===== src/rtl/mini_src_ctrl_pkg.sv =====
// Shared control definitions for the Mini SRC register-to-register sequencer.
// ALU_RR_MULDIV_EN adds MUL/DIV decode and the T6 (HI write) state.
package mini_src_ctrl_pkg;

`ifdef ALU_RR_MULDIV_EN
    typedef enum logic [2:0] {
        ST_IDLE = 3'd0,
        ST_T0   = 3'd1,
        ST_T1   = 3'd2,
        ST_T2   = 3'd3,
        ST_T3   = 3'd4,
        ST_T4   = 3'd5,
        ST_T5   = 3'd6,
        ST_T6   = 3'd7
    } state_t;
`else
    typedef enum logic [2:0] {
        ST_IDLE = 3'd0,
        ST_T0   = 3'd1,
        ST_T1   = 3'd2,
        ST_T2   = 3'd3,
        ST_T3   = 3'd4,
        ST_T4   = 3'd5,
        ST_T5   = 3'd6
    } state_t;
`endif

    localparam logic [4:0] BUS_HI  = 5'd16;
    localparam logic [4:0] BUS_LO  = 5'd17;
    localparam logic [4:0] BUS_ZHI = 5'd18;
    localparam logic [4:0] BUS_ZLO = 5'd19;
    localparam logic [4:0] BUS_PC  = 5'd20;
    localparam logic [4:0] BUS_MDR = 5'd21;

    localparam logic [4:0] OP_ADD  = 5'd3;
    localparam logic [4:0] OP_SUB  = 5'd5;
    localparam logic [4:0] OP_LAST = 5'd12;
    localparam logic [4:0] OP_MUL  = 5'd15;
    localparam logic [4:0] OP_DIV  = 5'd16;

    typedef struct packed {
        logic       legal;
        logic [3:0] op;
    } alu_dec_t;

    // Plain ALU opcodes map to opcode-1; MUL/DIV land on 14/15 by the same rule.
    function automatic alu_dec_t decode_alu_op(input logic [4:0] opcode);
        alu_dec_t d;
        d.legal = 1'b0;
        d.op    = 4'd0;
        case (opcode) inside
            [OP_ADD:OP_LAST]: begin
                d.legal = 1'b1;
                d.op    = 4'(opcode - 5'd1);
            end
`ifdef ALU_RR_MULDIV_EN
            OP_MUL, OP_DIV: begin
                d.legal = 1'b1;
                d.op    = 4'(opcode - 5'd1);
            end
`endif
            default: begin
                d.legal = 1'b0;
                d.op    = 4'd0;
            end
        endcase
        return d;
    endfunction

endpackage


===== src/rtl/alu_rr_wait_timer.sv =====
// T1 memory-wait counter: counts T1 cycles without mem_ready and flags the timeout.
module alu_rr_wait_timer #(
    parameter int MEM_TIMEOUT = 15
) (
    input  logic clk_i,
    input  logic clr_i,
    input  logic in_t1_i,
    input  logic mem_ready_i,
    output logic first_o,
    output logic timeout_o
);
    localparam int CW = 8;

    logic [CW-1:0] cnt_q;
    logic [CW-1:0] cnt_d;

    // Outside T1 the counter sits at zero, so every T1 entry starts a fresh count.
    always_comb begin
        cnt_d = cnt_q;
        if (!in_t1_i) begin
            cnt_d = '0;
        end else if (!mem_ready_i && !timeout_o) begin
            cnt_d = cnt_q + 8'd1;
        end else begin
            cnt_d = cnt_q;
        end
    end

    // Counter register.
    always_ff @(posedge clk_i or posedge clr_i) begin
        if (clr_i) begin
            cnt_q <= '0;
        end else begin
            cnt_q <= cnt_d;
        end
    end

    assign first_o   = (cnt_q == 8'd0);
    assign timeout_o = (cnt_q == CW'(MEM_TIMEOUT));

endmodule


===== src/rtl/alu_rr_sequencer.sv =====
// Mini SRC register-to-register ALU control sequencer (fetch T0-T2, execute T3-T5/T6).
// Define ALU_RR_MULDIV_EN to enable MUL/DIV with the LO/HI write-back states.
module alu_rr_sequencer
    import mini_src_ctrl_pkg::*;
#(
    parameter int GP_AW       = 4,
    parameter int BUS_SEL_W   = 5,
    parameter int ALU_OP_W    = 4,
    parameter int MEM_TIMEOUT = 15
) (
    input  logic                 clock,
    input  logic                 clear,
    input  logic                 start,
    input  logic                 mem_ready,
    input  logic [31:0]          ir,
    output logic [BUS_SEL_W-1:0] bus_sel,
    output logic [GP_AW-1:0]     gp_addr,
    output logic                 e_PC,
    output logic                 e_IR,
    output logic                 e_Y,
    output logic                 e_Z,
    output logic                 e_HI,
    output logic                 e_LO,
    output logic                 e_MDR,
    output logic                 e_MAR,
    output logic                 e_GP,
    output logic                 inc_pc,
    output logic                 mdr_read,
    output logic [ALU_OP_W-1:0]  alu_op,
    output logic                 busy,
    output logic                 done,
    output logic                 illegal,
    output logic                 fault
);
    state_t state_q;
    state_t state_d;

    logic [4:0] opcode_s;
    logic [3:0] ra_s;
    logic [3:0] rb_s;
    logic [3:0] rc_s;
    alu_dec_t   dec_s;
    logic       muldiv_s;
    logic       first_s;
    logic       timeout_s;
    logic       unused_s;

    logic [4:0] bus_sel_s;
    logic [3:0] gp_addr_s;
    logic [3:0] alu_op_s;
    logic       e_pc_s, e_ir_s, e_y_s, e_z_s, e_hi_s, e_lo_s;
    logic       e_mdr_s, e_mar_s, e_gp_s, inc_pc_s, mdr_read_s;
    logic       busy_s, done_s, illegal_s, fault_s;

    assign opcode_s = ir[31:27];
    assign ra_s     = ir[26:23];
    assign rb_s     = ir[22:19];
    assign rc_s     = ir[18:15];
    assign unused_s = ^ir[14:0];
    assign dec_s    = decode_alu_op(opcode_s);

`ifdef ALU_RR_MULDIV_EN
    assign muldiv_s = (opcode_s == OP_MUL) || (opcode_s == OP_DIV);
`else
    assign muldiv_s = 1'b0;
`endif

    alu_rr_wait_timer #(
        .MEM_TIMEOUT (MEM_TIMEOUT)
    ) u_wait_timer (
        .clk_i       (clock),
        .clr_i       (clear),
        .in_t1_i     (state_q == ST_T1),
        .mem_ready_i (mem_ready),
        .first_o     (first_s),
        .timeout_o   (timeout_s)
    );

    // State register; clear drops straight to IDLE so no enable survives it.
    always_ff @(posedge clock or posedge clear) begin
        if (clear) begin
            state_q <= ST_IDLE;
        end else begin
            state_q <= state_d;
        end
    end

    // Next-state logic.
    always_comb begin
        state_d = state_q;
        case (state_q)
            ST_IDLE: begin
                if (start) state_d = ST_T0;
                else       state_d = ST_IDLE;
            end
            ST_T0: state_d = ST_T1;
            ST_T1: begin
                // mem_ready takes priority over a timeout hit in the same cycle
                if (mem_ready)      state_d = ST_T2;
                else if (timeout_s) state_d = ST_IDLE;
                else                state_d = ST_T1;
            end
            ST_T2: state_d = ST_T3;
            ST_T3: begin
                if (dec_s.legal) state_d = ST_T4;
                else             state_d = ST_IDLE;
            end
            ST_T4: state_d = ST_T5;
            ST_T5: begin
`ifdef ALU_RR_MULDIV_EN
                if (muldiv_s)   state_d = ST_T6;
                else if (start) state_d = ST_T0;
                else            state_d = ST_IDLE;
`else
                if (start) state_d = ST_T0;
                else       state_d = ST_IDLE;
`endif
            end
`ifdef ALU_RR_MULDIV_EN
            ST_T6: begin
                if (start) state_d = ST_T0;
                else       state_d = ST_IDLE;
            end
`endif
            default: state_d = ST_IDLE;
        endcase
    end

    // Output decode from the state register (plus IR fields and the wait timer).
    always_comb begin
        bus_sel_s  = 5'd0;
        gp_addr_s  = 4'd0;
        alu_op_s   = 4'd0;
        e_pc_s     = 1'b0;
        e_ir_s     = 1'b0;
        e_y_s      = 1'b0;
        e_z_s      = 1'b0;
        e_hi_s     = 1'b0;
        e_lo_s     = 1'b0;
        e_mdr_s    = 1'b0;
        e_mar_s    = 1'b0;
        e_gp_s     = 1'b0;
        inc_pc_s   = 1'b0;
        mdr_read_s = 1'b0;
        busy_s     = 1'b1;
        done_s     = 1'b0;
        illegal_s  = 1'b0;
        fault_s    = 1'b0;
        case (state_q)
            ST_IDLE: busy_s = 1'b0;
            ST_T0: begin
                bus_sel_s = BUS_PC;
                e_mar_s   = 1'b1;
                inc_pc_s  = 1'b1;
                e_z_s     = 1'b1;
            end
            ST_T1: begin
                bus_sel_s  = BUS_ZLO;
                e_pc_s     = first_s;
                mdr_read_s = 1'b1;
                e_mdr_s    = 1'b1;
                fault_s    = timeout_s & ~mem_ready;
            end
            ST_T2: begin
                bus_sel_s = BUS_MDR;
                e_ir_s    = 1'b1;
            end
            ST_T3: begin
                if (dec_s.legal) begin
                    bus_sel_s = {1'b0, rb_s};
                    e_y_s     = 1'b1;
                end else begin
                    illegal_s = 1'b1;
                end
            end
            ST_T4: begin
                bus_sel_s = {1'b0, rc_s};
                alu_op_s  = dec_s.op;
                e_z_s     = 1'b1;
            end
            ST_T5: begin
                bus_sel_s = BUS_ZLO;
                if (muldiv_s) begin
                    e_lo_s = 1'b1;
                end else begin
                    gp_addr_s = ra_s;
                    e_gp_s    = 1'b1;
                    done_s    = 1'b1;
                end
            end
`ifdef ALU_RR_MULDIV_EN
            ST_T6: begin
                bus_sel_s = BUS_ZHI;
                e_hi_s    = 1'b1;
                done_s    = 1'b1;
            end
`endif
            default: busy_s = 1'b0;
        endcase
    end

    assign bus_sel  = BUS_SEL_W'(bus_sel_s);
    assign gp_addr  = GP_AW'(gp_addr_s);
    assign alu_op   = ALU_OP_W'(alu_op_s);
    assign e_PC     = e_pc_s;
    assign e_IR     = e_ir_s;
    assign e_Y      = e_y_s;
    assign e_Z      = e_z_s;
    assign e_HI     = e_hi_s;
    assign e_LO     = e_lo_s;
    assign e_MDR    = e_mdr_s;
    assign e_MAR    = e_mar_s;
    assign e_GP     = e_gp_s;
    assign inc_pc   = inc_pc_s;
    assign mdr_read = mdr_read_s;
    assign busy     = busy_s;
    assign done     = done_s;
    assign illegal  = illegal_s;
    assign fault    = fault_s;

endmodule


===== config.mk =====
export PLATFORM = sky130hd
export DESIGN_NAME = alu_rr_sequencer
export DESIGN_NICKNAME = d
export VERILOG_FILES = /design/src/rtl/mini_src_ctrl_pkg.sv /design/src/rtl/alu_rr_wait_timer.sv /design/src/rtl/alu_rr_sequencer.sv
export SDC_FILE = /design/constraint.sdc
export NUM_CORES = 1
export LEC_CHECK = 0
export CAP_MARGIN = 10
export CORE_ASPECT_RATIO = 0.7
export CORE_MARGIN = 2
export CORE_UTILIZATION = 39
export DETAILED_ROUTE_END_ITERATION = 10
export PLACE_DENSITY_LB_ADDON = 0.3
export SYNTH_ARGS = -nofsm -noshare
export SYNTH_HDL_FRONTEND = slang
export SYNTH_SLANG_ARGS = --single-unit

===== constraint.sdc =====
create_clock -name clock -period 4.8 [get_ports clock]
set_input_delay 1.2 -clock clock [delete_from_list [all_inputs] [get_ports clock]]
set_output_delay 1.2 -clock clock [all_outputs]
set_load 0.02 [all_outputs]

After elaboration in Yosys (flattened, before gate mapping). Index checks and enable logic that the tools add are counted.

Register bits: 11. Input bits: 36. Output and inout bits: 28. Word-level logic and storage cells: 50.

Add/sub/neg operators: 2. $lt $le $gt $ge: 2. Equality and inequality tests: 8. Muxes and demuxes: 24. Bitwise logic cells: 2. Reductions and logical operators: 10.

Operator list (count): case mux 5 bit (5 select lines) (1); case mux 3 bit (6 select lines) (1); two-way mux 8 bit (2); two-way mux 1 bit (13); two-way mux 4 bit (3); equality test 3 bit (second input constant) (3); adder 8 x 1 -> 8 bit (second input constant) (1); equality test 8 x 4 -> 1 bit (second input constant) (1); zero test 8 bit (1); equality test 3 x 2 -> 1 bit (second input constant) (2); OR reduction 2 bit (3); OR reduction 6 bit (1); >= comparator 5 x 2 -> 1 bit (second input constant) (1); <= comparator 5 x 4 -> 1 bit (second input constant) (1); two-way mux 5 bit (1); two-way mux 2 bit (2); subtractor 4 x 1 -> 4 bit (second input constant) (1); equality test 3 x 1 -> 1 bit (second input constant) (1); zero test 3 bit (1); two-way mux 3 bit (1); logical AND 1 bit (2); zero test 1 bit (2); inequality test 2 bit (second input constant) (1); bitwise AND 1 bit (1); inverter 1 bit (1).

Longest topological paths before layout. Gate-level depths: netlist of the first run.

Depth after elaboration: 5. Depth in mapped cells: 6. Depth with buffers taken out: 5.

Cells and area by module. A second synthesis of the first run with hierarchy kept.

Cells, all modules: 123. Area, all modules: 1009.7 µm².

By module, submodules not included: alu_rr_sequencer (times used 1, cells each 71, area an instance 543.0 µm²); alu_rr_wait_timer (times used 1, cells each 52, area an instance 466.7 µm²).

Worst setup path before layout of the first run. No wires, ideal clock.

Kind: input to output. Start: in ir[27]. End: out alu_op[2]. Arrival: 2.456 ns. Required time: 3.600 ns. Slack: 1.144 ns. Stages: 5. Cells stage by stage: inv_1 ha_1 and3b_1 or4_1 nor2_1.

Cells in the longest elaborated chain, start to end: 4.

Ends and longest elaborated chain: start: declaration (RTL line alu_rr_sequencer.sv:15) `input logic [31:0] ir,`; >= comparator 5 x 2 -> 1 bit (not written as such) or <= comparator 5 x 4 -> 1 bit (tied branches) (RTL line alu_rr_sequencer.sv:60) `assign dec_s = decode_alu_op(opcode_s);`; logical AND 1 bit (not written as such) (RTL line alu_rr_sequencer.sv:60); two-way mux 5 bit * (RTL line mini_src_ctrl_pkg.sv:51) `case (opcode) inside`; two-way mux 4 bit * (RTL line alu_rr_sequencer.sv:149) `case (state_q)`; end: declaration (RTL line alu_rr_sequencer.sv:29) `output logic [ALU_OP_W-1:0] alu_op,`.

Mark *: on every way between the ends. The rest lies on a longest branch, timed or not.

Worst setup path after layout of the first run.
Start: in ir[27]. End: out alu_op[3].

The elaborated chain is that of the path after synthesis.

==> impl_metrics.env, run 1 <==
export IMPL_path_class="in2out"
export IMPL_worstSetupStartpointType="input port"
export IMPL_cellPowerDensity_mw_per_mm2=378
export IMPL_dpl_hpwl_um=2040
export IMPL_setup_viol=0
export IMPL_met2_usage=0.310
export IMPL_firstDrtPassIters=4
export IMPL_place_area_mm2=0.00145
export IMPL_cp_required_ps=3600
export IMPL_crit_top_cell="clkdlybuf4s50_1"
export IMPL_synth_edf_count=0
export IMPL_fin_crit_ps=4630
export IMPL_cts_setup_buffers=0
export IMPL_ctsResizeCount=0
export IMPL_rsz0062_at_grt="no"
export IMPL_ctsRootBufferMaster="clkbuf_4"
export IMPL_grt_max_degree=19
export IMPL_start_util=0.409
export IMPL_portBuffers=46
export IMPL_grt_pass1_vias=915
export IMPL_slew_headroom=0.553
export IMPL_fin_area_mm2=0.00147
export IMPL_drt_wl_total_um=2610
export IMPL_die_x_um=64.5
export IMPL_place_gp_congestion=0.754
export IMPL_drive_gt1_frac=0.0886
export IMPL_status="finished clean"
export IMPL_critical_path_slowest_cell="clkdlybuf4s50_1"
export IMPL_gr_usage_met1=0.227
export IMPL_vdd_drop_max_mv=0.222
export IMPL_drc=0
export IMPL_crit_chain="clkdlybuf4s50_1 -> inv_1 -> ha_1 -> and3b_1 -> or4_1 -> nor2_1 -> clkdlybuf4s50_1"
export IMPL_gr_usage_all_layers=0.180
export IMPL_syn_area_per_cell_um2=8.61
export IMPL_grt_busiest_layer="met2"
export IMPL_cts_clk_slew_worst_paths_ps=70
export IMPL_cts_hold_fix_buffers=0
export IMPL_wl_per_cell_um=13.6
export IMPL_die_height_um=46.3
export IMPL_final_cell_mix="clkdlybuf4s50_1, nand2_1, dfrtp_1"
export IMPL_syn2layout_area_growth_pct=47.6
export IMPL_fin_cells=192
export IMPL_overflow=0
export IMPL_synthesis_area_um2=998
export IMPL_num_io_pins=64
export IMPL_syn_inst=116
export IMPL_place_inst=188
export IMPL_die_area_mm2=0.00299
export IMPL_row_count=15
export IMPL_post_drt_via_cell_ratio=5.30
export IMPL_nNetsFinal=200
export IMPL_worstPathArrival_ps=3430
export IMPL_ys_types=48
export IMPL_clockBufferDepth=2
export IMPL_end_kind="primary output"
export IMPL_crit_path_max_incr_delay_ps=610
export IMPL_fmax_mhz=216
export IMPL_final_common_cell="clkdlybuf4s50_1"
export IMPL_cts_htree_levels=1
export IMPL_cts_sinks=11
export IMPL_num_vias=1017
export IMPL_finalCritPeriodShare=0.965
export IMPL_hold_viol=0
export IMPL_clock_latency_ps=270
export IMPL_yosysSeqAreaShare=0.276
export IMPL_yosys_most_used_dff="dfrtp_1"
export IMPL_synth_async_reset_ratio=1.00
export IMPL_coreArea_mm2=0.00244
export IMPL_cts_made_buffers=3
export IMPL_diodes=0
export IMPL_p_leak_nw=0.584
export IMPL_p_total_mw=0.557
export IMPL_yosys_register_bits=11
export IMPL_crit_fanout=4
export IMPL_cap_violations=0
export IMPL_use_met3=0.0611
export IMPL_antenna_found_initial=0
export IMPL_tightest_slew_ps=665
export IMPL_fin_setup_tns_ps=0
export IMPL_drtAntennaViolNets=0
export IMPL_cts_tree="built"
export IMPL_maxSlewViolCount=0
export IMPL_hp_class="reg2reg"
export IMPL_grt_pass1_wl_um=4150
export IMPL_yosysWarnings=0
export IMPL_clock_skew_ps=2.18
export IMPL_drt_iter0_drc=20
-- layer usage --
metal	part of all wire	routed length (µm)
met2	0.47	1230
met4	0.0031	8
met1	0.45	1180
met3	0.077	200
met5	0	0
-- kinds of logic (layout without fill, tap and decap cells) --
group,count (synthesis),in the layout,share of synthesized area
AO/OA/AOI/OAI,25,25,0.202
other,1,2,0.00376
XOR/XNOR,2,2,0.0175
multiplexers,3,3,0.0313
adder cells (fa/ha/maj),5,5,0.0627
buffers and inverters,20,61,0.107
AND/OR/NAND/NOR,49,49,0.301
flip-flops,11,11,0.276
-- registers in the layout, indices dropped and copies added, names as in the netlist --
signal	cells
u_wait_timer.cnt_q	8
state_q	3
-- synthesized netlist by cell type (2+ instances only) --
cell type  number  share of area
dfrtp_1        11           0.28
nand2_1        11          0.041
inv_1           8          0.030
buf_4           6          0.045
nor2_1          6          0.023
and3_1          5          0.031
ha_1            5          0.063
nor3_1          5          0.025
a21oi_1         4          0.020
or3_1           4          0.025
clkbuf_1        3          0.011
o21ai_0         3          0.015
a211oi_1        2          0.015
a21boi_0        2          0.015
mux2i_1         2          0.020
nand4_1         2          0.013
nand4b_1        2          0.018
nor2b_1         2          0.013
o31ai_1         2          0.015
or4_1           2          0.015
xnor2_1         2          0.018
-- cell type report --
class                           instances  area (µm²)
Fill cell                             220         966
Multi-Input combinational cell         86         621
Timing Repair Buffer                   48         475
Sequential cell                        11         275
Tap cell                               34        42.5
Inverter                                9        33.8
Clock buffer                            4        26.3
-- critical path, delay by kind of cell --
kind | cells | cell delay (ps)
simple gates | 3 | 930
buf+inv | 3 | 1160
fa+ha+maj | 1 | 140
-- stage by stage --
stage                     hold WS, ps  setup slack (ps)  utilization
final                             586               168        0.604
after global routing              615              47.8        0.604
after CTS                         589               169        0.604
after detailed placement          575               176        0.593
after global placement            546               202        0.593
after floorplan                   532              1140            -
-- power by group --
part	internal, mW	switching, mW	leakage [nW]	total, mW
sequential	0.107	0.0315	0.150	0.138
combinational	0.172	0.183	0.420	0.354
clock	0.0322	0.0328	0.0150	0.0650
-- worst paths after layout --
check	from	to	slack, ps	cells after the start
worst max-delay path	ir[27]	alu_op[3]	170	7
worst min-delay path	u_wait_timer.cnt_q[1]	u_wait_timer.cnt_q[1]	590	2
worst max register to register	state_q[1]	u_wait_timer.cnt_q[2]	3030	5
worst min register to register	u_wait_timer.cnt_q[1]	u_wait_timer.cnt_q[1]	590	2
max in group asynchronous	clear	state_q[0]	3270	2
min in group asynchronous	clear	u_wait_timer.cnt_q[2]	1230	2
Note: power is estimated with default switching activity, not from simulation.
==> run 2, diff against run 1 <==
- ABC_AREA: not set -> 1
- CORE_UTILIZATION: 39 -> 42
- CTS_BUF_LIST: not set -> sky130_fd_sc_hd__clkbuf_2 sky130_fd_sc_hd__clkbuf_4 sky130_fd_sc_hd__clkbuf_8
==> run 2 against run 1 <==
Against the previous run:
- non-clock buffer count is 2 lower
- utilization is 4.0 points higher
- setup slack better by 190 ps
- clock skew is 1.6 ps lower
==> impl_metrics.env, run 2 <==
export IMPL_num_io_pins=64
export IMPL_fin_setup_tns_ps=0
export IMPL_place_area_mm2=0.00153
export IMPL_fmax_mhz=225
export IMPL_crit_chain="clkdlybuf4s50_1 -> inv_1 -> ha_1 -> inv_1 -> a31oi_1 -> nand3_2 -> o21bai_1 -> clkdlybuf4s50_1"
export IMPL_cts_made_buffers=3
export IMPL_die_area_mm2=0.00300
export IMPL_wl_per_cell_um=11.3
export IMPL_row_count=15
export IMPL_diodes=0
export IMPL_rsz0062_at_grt="no"
export IMPL_yosysWarnings=0
export IMPL_nFillCells=222
export IMPL_syn_area_per_cell_um2=6.76
export IMPL_final_common_cell="clkdlybuf4s50_1"
export IMPL_coreArea_mm2=0.00246
export IMPL_post_synth_top_count_cell="nand2_1"
export IMPL_post_route_util=0.644
export IMPL_crit_family="buffers and inverters"
export IMPL_yosys_register_bits=11
export IMPL_synth_common_cells="nand2_1, inv_1, nor2_1"
export IMPL_end_kind="primary output"
export IMPL_drtAntennaViolNets=0
export IMPL_overflow=0
export IMPL_worstPathArrival_ps=3250
export IMPL_vdd_drop_max_mv=0.222
export IMPL_cts_sinks=11
export IMPL_fin_cells=238
export IMPL_p_total_mw=0.665
export IMPL_synth_top_area_cell="dfrtp_1"
export IMPL_crit_path_max_incr_delay_ps=630
export IMPL_cellPowerDensity_mw_per_mm2=420
export IMPL_status="finished clean"
export IMPL_synth_top_cell_area_share=0.255
export IMPL_path_class="in2out"
export IMPL_cts_setup_buffers=0
export IMPL_place_gp_congestion=0.886
export IMPL_cts_htree_levels=1
export IMPL_hp_class="reg2reg"
export IMPL_gr_usage_all_layers=0.198
export IMPL_num_vias=1152
export IMPL_drive_gt1_frac=0.123
export IMPL_firstDrtPassIters=4
export IMPL_clockBufferDepth=2
export IMPL_antenna_found_initial=0
export IMPL_finalCritPeriodShare=0.926
export IMPL_setup_slack_ps=354
export IMPL_grt_max_degree=13
export IMPL_final_cell_mix="clkdlybuf4s50_1, nand2_1, inv_1"
export IMPL_dpl_hpwl_um=2260
export IMPL_drt_iter0_drc=48
export IMPL_synth_async_reset_ratio=1.00
export IMPL_ctsResizeCount=0
export IMPL_cap_violations=0
export IMPL_synth_edf_count=0
export IMPL_portBuffers=46
export IMPL_crit_fanout=7
export IMPL_hold_viol=0
export IMPL_cts_hold_fix_buffers=0
export IMPL_nNetsFinal=246
export IMPL_syn2layout_area_growth_pct=46.4
export IMPL_post_drt_via_cell_ratio=4.84
export IMPL_clock_latency_ps=240
export IMPL_grt_pass1_vias=1024
export IMPL_fin_crit_ps=4450
export IMPL_ctsRootBufferMaster="clkbuf_8"
export IMPL_cp_required_ps=3600
export IMPL_yosysSeqAreaShare=0.255
export IMPL_clock_skew_ps=0.540
export IMPL_synthTopCellsByArea="dfrtp_1, nand2_1, inv_1, nor2_1, ha_1"
export IMPL_top_register="u_wait_timer.cnt_q"
export IMPL_p_leak_nw=0.766
export IMPL_syn_inst=160
export IMPL_maxSlewViolCount=0
export IMPL_start_util=0.440
export IMPL_place_ws_ps=335
export IMPL_reg_top3="u_wait_timer.cnt_q x8, state_q x3"
export IMPL_cts_clk_slew_worst_paths_ps=50
export IMPL_drc=0
export IMPL_fin_hold_ws_ps=542
export IMPL_critical_path_slowest_cell="clkdlybuf4s50_1"
export IMPL_largest_reg_flops=8
export IMPL_grt_pass1_wl_um=4490
export IMPL_fin_area_mm2=0.00158
export IMPL_synthesis_area_mm2=0.00108
export IMPL_drt_wl_total_um=2700
export IMPL_die_x_um=64.6
export IMPL_worstSetupStartpointType="input port"
export IMPL_cts_tree="built"
export IMPL_place_inst=234
export IMPL_yosys_most_used_dff="dfrtp_1"
export IMPL_setup_viol=0
export IMPL_die_height_um=46.4
export IMPL_crit_buf_inv=4
export IMPL_ys_types=30
-- run 2: worst min-delay path, stage by stage (launching register included) --
cell and delay, ps:
dfrtp_1 380, nand2_1 70, nand2_1 60
-- run 2: kinds of logic after synthesis --
family / after synthesis / share of synthesized area
AOI/OAI and AO/OA: 15 / 0.0891
and+or+nand+nor: 90 / 0.419
DFF: 11 / 0.255
xor gates and xnor gates: 4 / 0.0324
other: 1 / 0.00347
buffers and inverters: 34 / 0.144
adders and majority gates: 5 / 0.0579
-- run 2: layout make-up --
type,instances,area (µm²),share of cell area
flip-flops and latches,11,275,0.174
clock buffers,4,48.8,0.0308
well taps,34,42.5,0.0269
repair buffers,46,460,0.291
multi-input cells,116,654,0.413
inverters,27,101,0.0640
-- run 2: path summary, 6_finish.rpt --
path                                  startpoint               endpoint  slack, ps  cells past startpoint
hold reg to reg            u_wait_timer.cnt_q[7]  u_wait_timer.cnt_q[7]        540                      2
setup / recovery                          ir[27]             bus_sel[1]        350                      8
hold / removal             u_wait_timer.cnt_q[7]  u_wait_timer.cnt_q[7]        540                      2
setup reg to reg           u_wait_timer.cnt_q[1]  u_wait_timer.cnt_q[4]       3260                      6
max in group asynchronous                  clear  u_wait_timer.cnt_q[1]       3250                      2
min in group asynchronous                  clear  u_wait_timer.cnt_q[6]       1250                      2
-- run 2: power breakdown --
group          total [mW]  switching [mW]  internal (mW)
Clock              0.0984          0.0345         0.0639
Combinational       0.434           0.249          0.185
Sequential          0.133          0.0249          0.108
-- run 2: metal layers --
| metal | vias to the layer above | routed length (µm) | GRT usage |
|---|---|---|---|
| met5 | - | 0 | 0 |
| met4 | 0 | 53 | 0.102 |
| li1 | 580 | - | - |
| met1 | 522 | 1200 | 0.237 |
| met2 | 43 | 1260 | 0.344 |
| met3 | 7 | 182 | 0.0465 |
